===== src/rtl/mem_arbiter.sv =====
// Single-port memory arbiter (video > DMA > CPU) with the $4014 OAM sprite-DMA sequencer.
// The owner comes only from registered state and vid_req, so there is no path from the CPU address.
module mem_arbiter #(
    parameter int          VID_BURST = 8,
    parameter logic [15:0] DMA_REG   = 16'h4014
) (
    input  logic        clock,
    input  logic        resetn,
    input  logic [15:0] cpu_address,
    input  logic [7:0]  cpu_wdata,
    input  logic        cpu_we,
    output logic        cpu_locked,
    output logic [7:0]  cpu_rdata,
    input  logic        vid_req,
    input  logic [15:0] vid_addr,
    output logic        vid_ack,
    output logic [7:0]  vid_rdata,
    output logic [15:0] mem_address,
    output logic [7:0]  mem_wdata,
    output logic        mem_we,
    input  logic [7:0]  mem_rdata,
    output logic        oam_we,
    output logic [7:0]  oam_addr,
    output logic [7:0]  oam_data,
    output logic        dma_busy
);

    localparam logic [7:0] BURST_LIMIT = 8'(VID_BURST);

    typedef enum logic [1:0] {
        DMA_IDLE,
        DMA_START,
        DMA_RUN,
        DMA_DRAIN
    } dmaState_t;

    dmaState_t   r_dmaState;
    dmaState_t   w_dmaNext;
    logic [7:0]  r_vcnt;
    logic [7:0]  r_cnt;
    logic [7:0]  r_page;
    logic        r_oamWe;
    logic [7:0]  r_oamAddr;
    logic [7:0]  r_oamData;

    logic        w_vidForce;
    logic        w_ownVid;
    logic        w_ownDma;
    logic        w_ownCpu;
    logic        w_dmaTrigger;

    // After VID_BURST back-to-back video grants, video sits out exactly one cycle.
    assign w_vidForce   = (r_vcnt == BURST_LIMIT);
    assign w_ownVid     = resetn & vid_req & ~w_vidForce;
    assign w_ownDma     = resetn & ~w_ownVid & (r_dmaState == DMA_RUN);
    assign w_ownCpu     = resetn & ~w_ownVid & (r_dmaState == DMA_IDLE);
    assign w_dmaTrigger = w_ownCpu & cpu_we & (cpu_address == DMA_REG);

    assign cpu_rdata = mem_rdata;
    assign vid_rdata = mem_rdata;
    assign dma_busy  = (r_dmaState != DMA_IDLE);
    assign oam_we    = r_oamWe;
    assign oam_addr  = r_oamAddr;
    assign oam_data  = r_oamData;

    always_comb begin
        mem_address = cpu_address;
        mem_wdata   = cpu_wdata;
        mem_we      = 1'b0;
        cpu_locked  = 1'b0;
        vid_ack     = 1'b0;
        if (w_ownVid) begin
            mem_address = vid_addr;
            vid_ack     = 1'b1;
        end else if (w_ownDma) begin
            mem_address = {r_page, r_cnt};
        end else if (w_ownCpu) begin
            cpu_locked = 1'b1;
            mem_we     = cpu_we & ~w_dmaTrigger;
        end
    end

    always_comb begin
        w_dmaNext = r_dmaState;
        case (r_dmaState)
            DMA_IDLE:  if (w_dmaTrigger) w_dmaNext = DMA_START;
            DMA_START: w_dmaNext = DMA_RUN;
            DMA_RUN:   if (w_ownDma && (r_cnt == 8'hFF)) w_dmaNext = DMA_DRAIN;
            DMA_DRAIN: w_dmaNext = DMA_IDLE;
            default:   w_dmaNext = DMA_IDLE;
        endcase
    end

    always_ff @(posedge clock) begin
        if (!resetn) begin
            r_dmaState <= DMA_IDLE;
        end else begin
            r_dmaState <= w_dmaNext;
        end
    end

    // Byte read on a DMA-owned cycle is written into OAM on the following cycle.
    always_ff @(posedge clock) begin
        if (!resetn) begin
            r_vcnt    <= 8'd0;
            r_cnt     <= 8'd0;
            r_page    <= 8'd0;
            r_oamWe   <= 1'b0;
            r_oamAddr <= 8'd0;
            r_oamData <= 8'd0;
        end else begin
            r_vcnt  <= w_ownVid ? (r_vcnt + 8'd1) : 8'd0;
            r_oamWe <= w_ownDma;
            if (w_dmaTrigger) begin
                r_page <= cpu_wdata;
            end
            if (r_dmaState == DMA_START) begin
                r_cnt <= 8'd0;
            end else if (w_ownDma) begin
                r_cnt <= r_cnt + 8'd1;
            end
            if (w_ownDma) begin
                r_oamAddr <= r_cnt;
                r_oamData <= mem_rdata;
            end
        end
    end

endmodule


===== config.mk =====
export PLATFORM = sky130hd
export DESIGN_NAME = mem_arbiter
export DESIGN_NICKNAME = d
export VERILOG_FILES = /design/src/rtl/mem_arbiter.sv
export SDC_FILE = /design/constraint.sdc
export NUM_CORES = 1
export LEC_CHECK = 0
export BUFFER_PORTS_ARGS = -buffer_cell sky130_fd_sc_hd__buf_2
export CORE_ASPECT_RATIO = 1.25
export CORE_MARGIN = 1.5
export CORE_UTILIZATION = 25
export CTS_CLUSTER_SIZE = 10
export DETAILED_ROUTE_END_ITERATION = 7
export PLACE_DENSITY = 0.47
export SLEW_MARGIN = 15
export SYNTH_ARGS = -nofsm -noshare
export SYNTH_HDL_FRONTEND = slang
export SYNTH_SLANG_ARGS = --single-unit

===== constraint.sdc =====
create_clock -name clock -period 5.85 [get_ports clock]
set_input_delay 0 -clock clock [delete_from_list [all_inputs] [get_ports clock]]
set_output_delay 0 -clock clock [all_outputs]
set_load 0.1 [all_outputs]

==> results_dict.tcl <==
set metrics [dict create \
    cts_num_sinks 43 \
    synth_most_common_cell "nand2_1" \
    status "finished, final reports clean" \
    cp-end-kind "output port" \
    cp-startpoint "r_vcnt[5]" \
    p_leak_nw 1.43 \
    yosysUniqueCellTypes 43 \
    hold_path.class "input pin to flop" \
    insertion_delay_ns 0.28 \
    fmax_mhz 297 \
    cts_buffer_depth 2 \
    wl_met1_microns 3060 \
    crit_arrival_ns 3.36 \
    setup_ws_ns 2.49 \
    ant_nets 0 \
    drc 0 \
    timing.rr.start "r_vcnt[5]" \
    syn_avg_cell_area_sq_um 7.79 \
    finalCritPeriodShare 0.575 \
    syn_to_final_growth_pct 32.7 \
    criticalPathCategory "flop to output port" \
    nets 454 \
    pwr_density_cell_nw_per_um2 268 \
    min_from "cpu_wdata[0]" \
    rrSetupSlack_ns 3.12 \
    hold_depth 3 \
    hold_violations 0 \
    grt_max_degree 42 \
    die_height_microns 111 \
    synthTopCellsByArea "dfxtp_1 (37%), nand2_1 (9.9%), buf_4 (8.6%), nand3_1 (4.7%), a21oi_1 (4.3%)" \
    start_util 0.257 \
    root_buffer "clkbuf_16" \
    pin_count 113 \
    vias 2392 \
    first_pass_iters 4 \
    synth.net_count 360 \
    whs_ns 0.00505 \
    drv_slew 0 \
    synth_cells 301 \
    synth-seq-area-share 0.367 \
    ys_async_sr_fraction 0 \
    grt_pass1_wl_microns 10900 \
    grt_overflow 0 \
    die_w_microns 89.6 \
    routedWlPerCell_microns 13.6 \
    finClkSkew_ns 0.00840 \
    synth_top_area_share 0.367 \
    min_period_ns 3.36 \
    wl_met3_microns 484 \
    wl_met2_microns 3430 \
    worstHoldEndpoint "r_page[0]" \
    critPathLaunchType "flop" \
    gp_congestion 0.827 \
    diodes 0 \
    synth_edf_count 0 \
    synthTopCellsByCount "nand2_1 (62), dfxtp_1 (43), buf_4 (27)" \
    cts_tree "built" \
    htreeDepth 2 \
    setup_violations 0 \
    peakVddDrop_uv 125 \
    synth_warnings 0 \
    final.setup.tns_ns 0 \
    port_buffers 112 \
    vias_per_cell 4.61 \
    critPathMaxFanout 41 \
    cts.repair.resized 0 \
    rows 39 \
    synth_flop_cell "dfxtp_1" \
    dpl.hpwl_microns 5280 \
    layout-drive-gt1-share 0.333 \
    r2r_end "r_cnt[7]" \
    cts_post_setup_buffers_inserted 0 \
    synth-seq-cells 43 \
    cap_violations 0 \
    crit_required_ns 5.85 \
    grtUsageTotal 0.141 \
    dp_slack_ns 2.75 \
    core_area_sq_um 9130 \
    dieArea_sq_um 9970 \
    drt-total-wl_microns 7050 \
    cts.clk_slew.worst_paths_ns 0.06 \
    synth_top_area_cell "dfxtp_1" \
    tightestPinTransition_ns 0.711 \
    top_layer "met4" \
    grt_pass1_vias 2248 \
    antenna_found_initial 0 \
    cts_made_buffers 5 \
    rsz0062_at_grt "no" \
    syn-cell-area_sq_um 2340 \
    ctsHoldBuffers 14 \
    r2r_cells 6 \
    slew_headroom 0.525 \
    drt_iter0_drc 104 \
]
[worst max path at each step]
stage                     depth (start not counted)        endpoint
after floorplan                                   4          mem_we
after global placement                            7  mem_address[1]
after detailed placement                          7  mem_address[2]
after CTS                                         7  mem_address[2]
after global routing                              7  mem_address[2]
final                                             7  mem_address[0]
[flip-flops by register name (all words and copies together) (netlist names)]
signal	count
r_dmaState	2
r_vcnt	8
r_page	8
oam_addr	8
r_cnt	8
oam_data	8
oam_we	1
[layout by cell type (no fill, tap or decap), drive strengths merged, types with 7 or more instances in the layout]
cell type,instances
a21oi,20
a22oi,8
buf,112
dfxtp,43
dlygate4sd3,14
ha,7
inv,7
nand2,63
nand3,23
nor2,22
nor3,9
o21ai,11
o22ai,8
[per-layer routing]
metal	up-vias	GRT usage
li1	1202	-
met1	1078	0.173
met2	107	0.245
met3	5	0.0276
met4	0	0.0338
met5	-	0
[cell type report]
cell class	instances	area, sq um
flip-flops and latches	43	861
repair buffers	126	701
clock buffers	6	139
multi-input cells	211	1190
fillers	973	6010
inverters	8	30.0
well taps	123	154
clock inverters	2	35.0
[cell families after synthesis]
logic type / after synthesis / share of synthesized area
and+or+nand+nor: 140 / 0.288
muxes: 1 / 0.00427
buffers and inverters: 47 / 0.125
DFF: 43 / 0.367
adders and majority gates: 7 / 0.0374
AOI/OAI and AO/OA: 55 / 0.148
xor gates and xnor gates: 8 / 0.0299
[critical path, cell delays in order, from the launching register on]
cell and delay (ns):
dfxtp_1 0.34, or4_4 0.56, o31ai_4 0.42, nand3_4 0.34, inv_2 0.66, nor3_1 0.17
nor2_1 0.14, buf_2 0.44
[where the power goes]
group | internal [mW] | switching [mW] | total (mW)
clock | 0.212 | 0.112 | 0.324
combinational | 0.0398 | 0.177 | 0.216
sequential | 0.293 | 0.000969 | 0.294
total | 0.545 | 0.290 | 0.835
[through the flow]
stage	total power [mW]	instances	util	area (sq um)
finish	0.835	519	0.341	3110
global placement	0.511	497	0.306	2800
global route	0.866	519	0.341	3110
detailed placement	0.511	497	0.306	2800
CTS	0.843	519	0.341	3110
floorplan	0.478	301	-	2340
Power figures use the tool's default switching activity.
